[src/rtl/task_dispatch_if.sv]
`default_nettype none
// ------------------------------------------------------------------
// task_dispatch_if : request/ack/start/done bundle between the task
//                    register, the dispatcher and the task engines.
// Revision         : 1.0
// ------------------------------------------------------------------
interface task_dispatch_if #(
   parameter int P_NTASK = 16
);
   logic [P_NTASK-1:0] req;
   logic [P_NTASK-1:0] ack;
   logic [P_NTASK-1:0] task_go;
   logic [P_NTASK-1:0] task_done;
   logic               busy;
   logic [3:0]         cur_task;
   logic               err;

   modport master (
      output req, task_done,
      input  ack, task_go, busy, cur_task, err
   );

   modport slave (
      input  req, task_done,
      output ack, task_go, busy, cur_task, err
   );
endinterface
`default_nettype wire

[src/rtl/task_dispatch.sv]
`default_nettype none
// ------------------------------------------------------------------
// task_dispatch : fixed-priority (lowest index first) single-flight
//                 dispatcher with four-phase per-task acknowledge.
//                 Optional RUN watchdog: TASK_DISPATCH_TIMEOUT_EN.
// Revision      : 1.0
// ------------------------------------------------------------------
module task_dispatch #(
   parameter int P_NTASK   = 16,
   parameter int P_TIMEOUT = 65535
) (
   input  wire logic       clk,
   input  wire logic       rst,
   task_dispatch_if.slave  bus
);

   typedef enum logic [1:0] {
      S_IDLE = 2'd0,
      S_GO   = 2'd1,
      S_RUN  = 2'd2,
      S_ACK  = 2'd3
   } state_t;

   state_t             r_state, w_state_nxt;
   logic [P_NTASK-1:0] r_ack, w_ack_nxt;
   logic [P_NTASK-1:0] r_go, w_go_nxt;
   logic               r_busy, w_busy_nxt;
   logic [3:0]         r_cur, w_cur_nxt;
   logic [P_NTASK-1:0] w_cur_onehot;

   assign w_cur_onehot = {{(P_NTASK-1){1'b0}}, 1'b1} << r_cur;

`ifdef TASK_DISPATCH_TIMEOUT_EN
   logic        r_err, w_err_nxt;
   logic [15:0] r_cnt, w_cnt_nxt;
   logic        w_timeout;
   assign w_timeout = (r_cnt == 16'(P_TIMEOUT));
`else
   logic [15:0] w_unused_timeout;
   assign w_unused_timeout = 16'(P_TIMEOUT);
`endif

   function automatic logic [3:0] f_lowest(input logic [P_NTASK-1:0] v);
      f_lowest = '0;
      for (int i = P_NTASK - 1; i >= 0; i--) begin
         if (v[i]) f_lowest = 4'(i);
      end
   endfunction

   always_comb begin
      w_state_nxt = r_state;
      w_ack_nxt   = r_ack;
      w_go_nxt    = '0;
      w_busy_nxt  = r_busy;
      w_cur_nxt   = r_cur;
`ifdef TASK_DISPATCH_TIMEOUT_EN
      w_err_nxt   = r_err;
      w_cnt_nxt   = r_cnt;
`endif
      case (r_state)
         S_IDLE: begin
            if (bus.req != '0) begin
               w_state_nxt = S_GO;
               w_cur_nxt   = f_lowest(bus.req);
               w_busy_nxt  = 1'b1;
            end
         end
         S_GO: begin
            w_go_nxt    = w_cur_onehot;
            w_state_nxt = S_RUN;
`ifdef TASK_DISPATCH_TIMEOUT_EN
            w_cnt_nxt   = '0;
`endif
         end
         S_RUN: begin
            // Only the granted task's done line can complete the run.
            if (bus.task_done[r_cur]) begin
               w_state_nxt = S_ACK;
               w_ack_nxt   = w_cur_onehot;
            end
`ifdef TASK_DISPATCH_TIMEOUT_EN
            else if (w_timeout) begin
               w_state_nxt = S_ACK;
               w_ack_nxt   = w_cur_onehot;
               w_err_nxt   = 1'b1;
            end else begin
               w_cnt_nxt   = r_cnt + 16'd1;
            end
`endif
         end
         S_ACK: begin
            if (!bus.req[r_cur]) begin
               w_state_nxt = S_IDLE;
               w_ack_nxt   = '0;
               w_busy_nxt  = 1'b0;
            end
         end
         default: w_state_nxt = S_IDLE;
      endcase
   end

   always_ff @(posedge clk) begin
      if (rst) begin
         r_state <= S_IDLE;
         r_ack   <= '0;
         r_go    <= '0;
         r_busy  <= 1'b0;
         r_cur   <= '0;
`ifdef TASK_DISPATCH_TIMEOUT_EN
         r_err   <= 1'b0;
         r_cnt   <= '0;
`endif
      end else begin
         r_state <= w_state_nxt;
         r_ack   <= w_ack_nxt;
         r_go    <= w_go_nxt;
         r_busy  <= w_busy_nxt;
         r_cur   <= w_cur_nxt;
`ifdef TASK_DISPATCH_TIMEOUT_EN
         r_err   <= w_err_nxt;
         r_cnt   <= w_cnt_nxt;
`endif
      end
   end

   assign bus.ack      = r_ack;
   assign bus.task_go  = r_go;
   assign bus.busy     = r_busy;
   assign bus.cur_task = r_cur;
`ifdef TASK_DISPATCH_TIMEOUT_EN
   assign bus.err      = r_err;
`else
   assign bus.err      = 1'b0;
`endif

endmodule
`default_nettype wire

[src/flat_wrapper.sv]
// flat-port wrapper written by rule: the top's interface ports become plain ports
module task_dispatch_flat 
#(
   parameter int P_NTASK   = 16,
   parameter int P_TIMEOUT = 65535
)
  (clk, rst, bus_req, bus_task_done, bus_ack, bus_task_go, bus_busy, bus_cur_task, bus_err);
  task_dispatch_if #(.P_NTASK(P_NTASK)) bus_i ();
  input  wire logic clk;
  input  wire logic rst;
  input wire logic [$bits(bus_i.req)-1:0] bus_req;
  input wire logic [$bits(bus_i.task_done)-1:0] bus_task_done;
  output wire logic [$bits(bus_i.ack)-1:0] bus_ack;
  output wire logic [$bits(bus_i.task_go)-1:0] bus_task_go;
  output wire logic [$bits(bus_i.busy)-1:0] bus_busy;
  output wire logic [$bits(bus_i.cur_task)-1:0] bus_cur_task;
  output wire logic [$bits(bus_i.err)-1:0] bus_err;
  assign bus_i.req = bus_req;
  assign bus_i.task_done = bus_task_done;
  assign bus_ack = bus_i.ack;
  assign bus_task_go = bus_i.task_go;
  assign bus_busy = bus_i.busy;
  assign bus_cur_task = bus_i.cur_task;
  assign bus_err = bus_i.err;
  task_dispatch #(.P_NTASK(P_NTASK), .P_TIMEOUT(P_TIMEOUT)) u_core (.clk(clk), .rst(rst), .bus(bus_i));
endmodule
[config.mk]
export PLATFORM = sky130hd
export DESIGN_NAME = task_dispatch_flat
export DESIGN_NICKNAME = d
export VERILOG_FILES = /design/src/rtl/task_dispatch_if.sv /design/src/rtl/task_dispatch.sv /design/src/flat_wrapper.sv
export SDC_FILE = /design/constraint.sdc
export NUM_CORES = 1
export LEC_CHECK = 0
export ABC_AREA = 1
export BUFFER_PORTS_ARGS = -buffer_cell sky130_fd_sc_hd__buf_2
export CORE_MARGIN = 1.5
export CORE_UTILIZATION = 54
export CTS_CLUSTER_SIZE = 40
export DETAILED_ROUTE_END_ITERATION = 10
export PLACE_DENSITY = 0.95
export SLEW_MARGIN = 10
export SYNTH_ARGS = -nofsm -noshare
export SYNTH_HDL_FRONTEND = slang
export SYNTH_SLANG_ARGS = --single-unit
export TNS_END_PERCENT = 10
[constraint.sdc]
create_clock -name clk -period 3.9 [get_ports clk]
set_input_delay 0.78 -clock clk [delete_from_list [all_inputs] [get_ports clk]]
set_output_delay 0.78 -clock clk [all_outputs]
set_load 0.05 [all_outputs]
==> flow_summary.yaml, run 1 <==
timing:
  setup_slack_ns: 1.04
  holdWs_ns: 0.510
  hold_viol: 0
  finClkSkew_ns: 0.0114
  tns_ns: 0
  fmax_ghz: 0.349
  slew_headroom_pct: 45.6
  fin_crit_ns: 2.86
  grt_setup_unrepaired: "no"
  worstMarginPinSlew_ns: 0.815
  setup_viol: 0
  fin_crit_sh_pct: 73.4
  final_max_slew_viol_count: 0
setup_path:
  endpoint_kind: "register"
  critPathMostFrequentCell: "nand2_1"
  cp-start-kind: "register"
  setup.worst_path.class: "register to register"
  cp.depth: 10
  r2r_start: "u_core.bus.cur_task[2]"
  critPathMaxFanout: 22
  critPathTopFamily: "simple AND/OR/NAND/NOR gates"
  rrSetupSlack_ns: 1.04
  r2r_end: "u_core.bus.ack[3]"
  cp_num_buf_inv: 2
  path_cells: "clkinv_1, nand2_1, o221ai_2, nand2_1, nand2_2, o21ai_4, nand2_4, nand2_1, inv_1, nor2_1"
  crit_required_ns: 4.12
  r2r_cells: 10
  crit_slowest_cell: "dfxtp_1"
  cp.arrival_ns: 3.08
  cpPeakStageDelay_ns: 0.86
cells_and_area:
  layout_commonest_cell: "nand2_1"
  final_util_pct: 66.6
  syn_to_final_growth_pct: 19.6
  seq_area_um2: 781
  instances_no_fill: 451
  nNetsFinal: 438
  final_cell_mix: "88 x nand2_1, 70 x buf_2, 59 x inv_1"
  drive_gt1_share_pct: 22.4
  fin_area_mm2: 0.00265
  multi_input_area_mm2: 0.00109
  fill_cells: 350
  antenna_cells: 0
grt:
  grt_pass1_vias: 2178
  grt_pass1_wl_um: 8870
  grt_max_degree: 23
  antenna_found_initial: 0
  grt_usage_pct: 25.6
  grt.overflow.total: 0
job:
  max_cap_viol_count: 0
placement:
  post-place-ws_ns: 1.24
  gp_congestion: 0.841
  io_buffers: 70
  dpl.hpwl_um: 3970
  place_inst: 443
  placed_area_mm2: 0.00253
synthesis:
  synthMuxAreaShare_pct: 0
  synthAdderAreaFrac_pct: 2.26
  synthCells: 340
  synth_compound_area_share_pct: 6.11
  post_synth.cell_area_avg_um2: 6.51
  syn_area_mm2: 0.00221
  yosys.cell_types.count: 29
  synth_top_family_by_area: "simple AND/OR/NAND/NOR gates"
  ys_seq_area_share_pct: 35.3
  synth_xor_area_share_pct: 0
  synthesis.nets: 378
  synthSimpleGateAreaFrac_pct: 40.8
  ys_ff_latch: 39
  ys_warn_count: 0
detailed_routing:
  avgRoutedWirePerCell_um: 12.3
  drt_first_pass_iters: 4
  vias: 2407
  drcViolationCount: 0
  vias_per_cell: 5.34
  ant_nets: 0
  wl_um: 5560
  drtIter0Drc: 260
power:
  ir_drop_v: 0.000375
  total_power_mw: 1.97
  leakage_nw: 1.39
  cellPowerDensity_mw_per_mm2: 745
clock_tree:
  numCtsBuffers: 5
  cts.reportedPaths.clkPinSlew_ns: 0.08
  cts_setup_buffers: 0
  cts.repair.resized: 0
  clk_latency_ns: 0.29
  clock-sinks: 39
  tritoncts: "done"
  cts-root-buf: "clkbuf_8"
  hold_buffers: 0
  clockBufferDepth: 2
  h-tree-depth: 2
die:
  coreArea_mm2: 0.00397
  initial_core_util_pct: 55.7
  rows: 23
  die_w_um: 67.0
  die_area_mm2: 0.00449
  die_height_um: 67.0
  ios: 72
min_path:
  worst_hold_path.num_cells: 4
  hold_path_class: "register to register"
  hold_start: "u_core.bus.ack[0]"
  min_to: "u_core.bus.ack[0]"
run_status:
  status: "complete, no violations"
cell families (layout without fill, tap and decap cells):
logic type,count (synthesis),in the layout
other,1,1
AOI/OAI and AO/OA,18,18
DFF,39,39
and+or+nand+nor,197,197
buffers and inverters,81,142
adders and majority gates,4,4
where the power goes:
part / switching (mW) / leakage, nW / total, mW / internal (mW)
sequential: 0.101 / 0.317 / 0.593 / 0.493
clock: 0.140 / 0.0612 / 0.347 / 0.207
combinational: 0.750 / 1.01 / 1.03 / 0.280
sequential cells by signal, indices dropped and copies added, names as in the netlist:
| name | count |
|---|---|
| u_core.bus.ack | 16 |
| u_core.bus.task_go | 16 |
| u_core.bus.cur_task | 4 |
| u_core.r_state | 2 |
| u_core.bus.busy | 1 |
cell usage after synthesis:
cell type / count / area, um2
o21ai_4: 1 / 16.3
nor2_1: 31 / 116
o221a_2: 1 / 11.3
nor3_1: 2 / 10.0
a22oi_1: 2 / 15.0
o22ai_1: 2 / 12.5
dfxtp_1: 39 / 781
buf_2: 2 / 10.0
inv_1: 59 / 221
inv_2: 1 / 3.75
o221ai_2: 2 / 30.0
nand2_4: 2 / 22.5
o21ai_1: 1 / 5.00
clkinv_1: 3 / 11.3
nand3_1: 36 / 180
nor2_4: 1 / 11.3
a21oi_1: 7 / 35.0
nand2_1: 88 / 330
clkbuf_1: 9 / 33.8
nand2_2: 2 / 12.5
nand4_1: 21 / 131
o21ai_0: 2 / 10.0
buf_4: 3 / 22.5
ha_1: 4 / 50.1
conb_1: 1 / 3.75
nor4_1: 13 / 81.3
nor2_2: 1 / 6.26
buf_6: 3 / 33.8
buf_1: 1 / 3.75
worst max-delay path by stage:
stage | startpoint | slack (ns) | to
after CTS | u_core.bus.cur_task[2] | 1.18 | u_core.bus.ack[3]
after global routing | u_core.bus.cur_task[2] | 0.87 | u_core.bus.ack[3]
after detailed placement | u_core.bus.cur_task[2] | 1.24 | u_core.bus.ack[8]
after floorplan | u_core.bus.cur_task[0] | 1.76 | u_core.bus.ack[10]
after global placement | u_core.bus.cur_task[2] | 1.39 | u_core.bus.ack[1]
final | u_core.bus.cur_task[2] | 1.04 | u_core.bus.ack[3]
metal layers:
layer | vias to the layer above | routed length, um | global-route usage (%)
met5 | - | 0 | 0
met4 | 0 | 99 | 12.5
met3 | 12 | 492 | 5.24
met2 | 125 | 2770 | 45.5
met1 | 1069 | 2200 | 28.7
li1 | 1201 | - | -
tightest hold or removal path, cell delays in order, from the launching register on:
cell,delay [ns]
dfxtp_1,0.31
inv_1,0.05
nand2_1,0.04
inv_1,0.04
nor2_1,0.03
cell type report:
class	instances	area share, %
timing repair buffer	71	13.5
inverter	63	8.94
tap	50	2.36
clock buffer	6	3.12
sequential	39	29.5
clock inverter	2	1.32
multi-input combinational	220	41.2
No activity file was read; power rests on OpenSTA's default activity.
==> run 2, diff against run 1 <==
--- a/config.mk
+++ b/config.mk
@@ -8,10 +8,10 @@
 export ABC_AREA = 1
 export BUFFER_PORTS_ARGS = -buffer_cell sky130_fd_sc_hd__buf_2
 export CORE_MARGIN = 1.5
-export CORE_UTILIZATION = 54
+export CORE_UTILIZATION = 51
 export CTS_CLUSTER_SIZE = 40
 export DETAILED_ROUTE_END_ITERATION = 10
-export PLACE_DENSITY = 0.95
+export PLACE_DENSITY = 0.91
 export SLEW_MARGIN = 10
 export SYNTH_ARGS = -nofsm -noshare
 export SYNTH_HDL_FRONTEND = slang
==> constraint.sdc (replaced) <==
create_clock -name clk -period 2.7 [get_ports clk]
set_input_delay 0.54 -clock clk [delete_from_list [all_inputs] [get_ports clk]]
set_output_delay 0.54 -clock clk [all_outputs]
set_load 0.05 [all_outputs]
==> run 2 against run 1 <==
Against the previous run: register-to-register slack worse by 0.68 ns; total power is 47% higher; count of clock-buffer cells in the layout stayed put; clock power grew 47%; sequential power is 32% higher; via count fell by 0.75%; sequential share of layout area shrank 0.44 points; critical endpoint is now u_core.bus.ack[2]; largest cell class unchanged; largest power group unchanged.
==> flow_summary.yaml, run 2 (synthesis results as in run 1) <==
run_status:
  status: "complete, no violations"
clock_tree:
  clockBufferDepth: 2
  tritoncts: "done"
  hold_buffers: 0
  numCtsBuffers: 5
  cts_setup_buffers: 0
  h-tree-depth: 2
  cts.reportedPaths.clkPinSlew_ns: 0.08
  clock-sinks: 39
  clk_latency_ns: 0.31
  cts-root-buf: "clkbuf_8"
  cts.repair.resized: 0
cells_and_area:
  final_cell_mix: "88 x nand2_1, 70 x buf_2, 59 x inv_1"
  drive_gt1_share_pct: 23.6
  layout_commonest_cell: "nand2_1"
  nNetsFinal: 443
  antenna_cells: 0
  instances_no_fill: 456
  fill_cells: 386
  syn_to_final_growth_pct: 21.4
timing:
  slew_headroom_pct: 56.8
  grt_setup_unrepaired: "no"
  worstMarginPinSlew_ns: 0.647
  tns_ns: 0
  final_max_slew_viol_count: 0
  fin_crit_ns: 2.34
  fin_crit_sh_pct: 86.6
  hold_viol: 0
  fmax_ghz: 0.427
  finClkSkew_ns: 0.0107
  setup_viol: 0
detailed_routing:
  vias: 2389
  wl_um: 5630
  vias_per_cell: 5.24
  ant_nets: 0
  drcViolationCount: 0
  avgRoutedWirePerCell_um: 12.3
  drtIter0Drc: 197
  drt_first_pass_iters: 5
die:
  rows: 23
  die_area_mm2: 0.00474
  initial_core_util_pct: 54.1
  die_w_um: 68.9
  coreArea_mm2: 0.00409
  die_height_um: 68.9
  ios: 72
setup_path:
  crit_slowest_cell: "dfxtp_1"
  path_cells: "inv_2, nor2_2, nand2_1, nand2_1, o221ai_2, nand2_1, nand2_2, o21ai_4, nand2_4, nand2_1, inv_1, nor2_1"
  critPathMaxFanout: 17
  endpoint_kind: "register"
  crit_required_ns: 2.94
  cp.arrival_ns: 2.58
  cpPeakStageDelay_ns: 0.54
  setup.worst_path.class: "register to register"
  cp-start-kind: "register"
  critPathMostFrequentCell: "nand2_1"
grt:
  grt_pass1_wl_um: 8600
  grt_pass1_vias: 1995
  grt.overflow.total: 0
  grt_usage_pct: 24.4
  grt_max_degree: 22
  antenna_found_initial: 0
placement:
  gp_congestion: 0.908
  io_buffers: 70
  place_inst: 448
  dpl.hpwl_um: 4020
power:
  switching_share_pct: 50.3
  power_frac_comb_pct: 55.4
  switching_power_mw: 1.46
  leakage_nw: 1.41
  ir_drop_v: 0.000655
  p_int_mw: 1.44
  p_clk_share_pct: 17.5
  cellPowerDensity_mw_per_mm2: 1080
  p_seq_share_pct: 27.0
min_path:
  hold_path_class: "input port to register"
job:
  max_cap_viol_count: 0
## run 2: cell types whose count changed in the layout (fill, tap and decap cells not counted)
| cell | delta |
|---|---|
| nor2_1 | -1 |
| buf_4 | +5 |
| nor2_2 | +1 |
## run 2: worst paths after layout
check	from	end	slack, ns	depth (start not counted)
hold reg to reg	u_core.bus.ack[5]	u_core.bus.ack[5]	0.51	4
setup / recovery	u_core.bus.cur_task[1]	u_core.bus.ack[2]	0.36	12
setup reg to reg	u_core.bus.cur_task[1]	u_core.bus.ack[2]	0.36	12
hold / removal	rst	u_core.bus.cur_task[0]	0.45	2
## run 2: power by group through the flow
stage	clock, mW	combinational, mW	sequential [mW]
after global routing	0.533	1.76	0.804
after CTS	0.509	1.59	0.785
after floorplan	0	0.842	1.22
after detailed placement	0	1.57	0.798
final	0.509	1.61	0.785
after global placement	0	1.53	0.795
## run 2: layout make-up
| cell class | count | area (um2) | area share, % |
|---|---|---|---|
| multi-input combinational | 220 | 1090 | 40.7 |
| clock buffer | 6 | 82.6 | 3.07 |
| clock inverter | 2 | 35.0 | 1.30 |
| inverter | 63 | 236 | 8.80 |
| timing repair buffer | 76 | 395 | 14.7 |
| tap | 50 | 62.6 | 2.33 |
| sequential | 39 | 781 | 29.1 |
## run 2: critical path: cells and delay by family, from the launching register on
family	cells	cell delay, ns
AND/OR/NAND/NOR	8	1.27
flip-flops	1	0.54
AO/OA/AOI/OAI	2	0.32
buffers and inverters	2	0.13
## run 2: metal layers
| layer | wire length, um | vias up | GRT usage [%] | share of wire (%) |
|---|---|---|---|---|
| met5 | 0 | - | 0 | 0 |
| met4 | 77 | 0 | 9.07 | 1.4 |
| met3 | 638 | 8 | 5.84 | 11 |
| met2 | 2530 | 129 | 40.0 | 45 |
| met1 | 2380 | 1039 | 31.0 | 42 |
| li1 | - | 1213 | - | - |
## run 2: metrics by stage
stage	setup WS, ns	total power, mW	hold WS, ns	instance area [um2]	util, %
2_1_floorplan	0.558	2.06	0.467	2210	-
3_3_place_gp	0.336	2.33	0.495	2570	62.8
3_5_place_dp	0.210	2.37	0.498	2570	62.8
4_1_cts	0.150	2.89	0.460	2680	65.7
5_1_grt	0.193	3.10	0.462	2690	65.7
6_report	0.360	2.90	0.447	2690	65.7
==> run 3, diff against run 2 <==
--- a/config.mk
+++ b/config.mk
@@ -11,7 +11,7 @@
 export CORE_UTILIZATION = 51
 export CTS_CLUSTER_SIZE = 40
 export DETAILED_ROUTE_END_ITERATION = 10
-export PLACE_DENSITY = 0.91
+export PLACE_DENSITY = 0.83
 export SLEW_MARGIN = 10
 export SYNTH_ARGS = -nofsm -noshare
 export SYNTH_HDL_FRONTEND = slang
==> run 3 against run 2 <==
Against the previous run: wire length shrank 2.5%; core utilization shrank 1.1 points; sequential power is essentially flat; die area is the same; worst hold slack gained 0.024 ns; clock power shrank 26%; first-iteration DRC count shrank 3.0%; combinational power is essentially flat; final cell count shrank 0.22%; clock skew shrank 0.0053 ns; sequential share of layout area grew 0.48 points.
==> flow_summary.yaml, run 3 (synthesis results as in run 1) <==
run_status:
  status: "complete, no violations"
grt:
  antenna_found_initial: 0
  grt_pass1_vias: 2061
  grt_pass1_wl_um: 8980
  grt_max_degree: 22
  grt.overflow.total: 0
  grt_usage_pct: 25.2
timing:
  fmax_ghz: 0.431
  tns_ns: 0
  hold_viol: 0
  finClkSkew_ns: 0.00539
  grt_setup_unrepaired: "no"
  slew_headroom_pct: 55.9
  final_max_slew_viol_count: 0
  holdWs_ns: 0.472
  fin_crit_sh_pct: 86.0
  worstMarginPinSlew_ns: 0.661
  fin_crit_ns: 2.32
  setup_viol: 0
die:
  ios: 72
  die_area_mm2: 0.00474
  rows: 23
  die_height_um: 68.9
  initial_core_util_pct: 54.1
  die_w_um: 68.9
  coreArea_mm2: 0.00409
cells_and_area:
  final_cell_mix: "88 x nand2_1, 70 x buf_2, 59 x inv_1"
  nNetsFinal: 442
  seq_area_um2: 781
  multi_input_area_mm2: 0.00109
  drive_gt1_share_pct: 23.0
  syn_to_final_growth_pct: 19.5
  layout_commonest_cell: "nand2_1"
  antenna_cells: 0
  fill_cells: 402
  instances_no_fill: 455
  final_util_pct: 64.7
placement:
  dpl.hpwl_um: 3940
  gp_congestion: 0.880
  io_buffers: 70
  place_inst: 447
clock_tree:
  hold_buffers: 0
  h-tree-depth: 2
  cts.reportedPaths.clkPinSlew_ns: 0.07
  numCtsBuffers: 5
  clock-sinks: 39
  clk_latency_ns: 0.29
  cts-root-buf: "clkbuf_8"
  clockBufferDepth: 2
  tritoncts: "done"
min_path:
  hold_path_class: "input port to register"
detailed_routing:
  vias: 2365
  drcViolationCount: 0
  wl_um: 5490
  ant_nets: 0
  drtIter0Drc: 191
  wl_met1_um: 2300
  dr.max_layer_used: "met4"
  avgRoutedWirePerCell_um: 12.1
  drt_first_pass_iters: 5
  wl_met3_um: 334
  wl_met2_um: 2760
  vias_per_cell: 5.20
power:
  total_power_mw: 2.75
  cellPowerDensity_mw_per_mm2: 1040
  leakage_nw: 1.39
  ir_drop_v: 0.000674
setup_path:
  crit_required_ns: 2.89
  endpoint_kind: "register"
  setup.worst_path.class: "register to register"
  critPathMaxFanout: 21
  cp.arrival_ns: 2.51
  cp-start-kind: "register"
job:
  max_cap_viol_count: 0
[run 3: worst paths after layout]
check,depth (start not counted),from,slack (ns),to
setup reg to reg,10,u_core.bus.cur_task[1],0.38,u_core.bus.ack[9]
hold / removal,2,rst,0.47,u_core.bus.cur_task[1]
setup / recovery,10,u_core.bus.cur_task[1],0.38,u_core.bus.ack[9]
hold reg to reg,4,u_core.bus.ack[12],0.51,u_core.bus.ack[12]
[run 3: where the power goes]
group          switching (mW)  total, mW  internal [mW]
sequential             0.0766      0.788          0.712
clock                   0.198      0.379          0.181
combinational            1.15       1.58          0.426
total                    1.43       2.75           1.32
[run 3: final cells by class]
class / count / area share (%)
Multi-Input combinational cell: 220 / 41.4
Sequential cell: 39 / 29.5
Timing Repair Buffer: 75 / 14.7
Inverter: 63 / 8.95
Clock buffer: 7 / 2.89
Tap cell: 50 / 2.37
Clock inverter: 1 / 0.189
[run 3: through the flow]
step,worst slack [ns],area [um2]
2_1_floorplan,0.558,2210
3_3_place_gp,0.319,2560
3_5_place_dp,0.143,2560
4_1_cts,0.0922,2640
5_1_grt,0.182,2640
6_report,0.377,2640
[run 3: repair_timing]
| action | in CTS | in global routing |
|---|---|---|
| setup endpoints to repair | 0 | 18 |
| setup buffers | 0 | 0 |
| endpoints found under the hold margin | 0 | 0 |
| gates resized for setup | 0 | 1 |
[run 3: worst max-delay path: stages, from the launching register on]
cell and delay, ns:
dfxtp_1 0.42, nor2_2 0.58, a22oi_1 0.22, nand4_1 0.12, nand3_1 0.09, nand2_1 0.09, nand2_2 0.24, nand2_4 0.27
nand2_1 0.08, inv_1 0.06, nor2_1 0.04
[run 3: per-layer routing]
layer  vias to the layer above  track usage, %
met2                        82            42.4
met5                         -               0
met4                         0            9.80
met3                        12            5.52
met1                      1062            31.2
li1                       1209               -
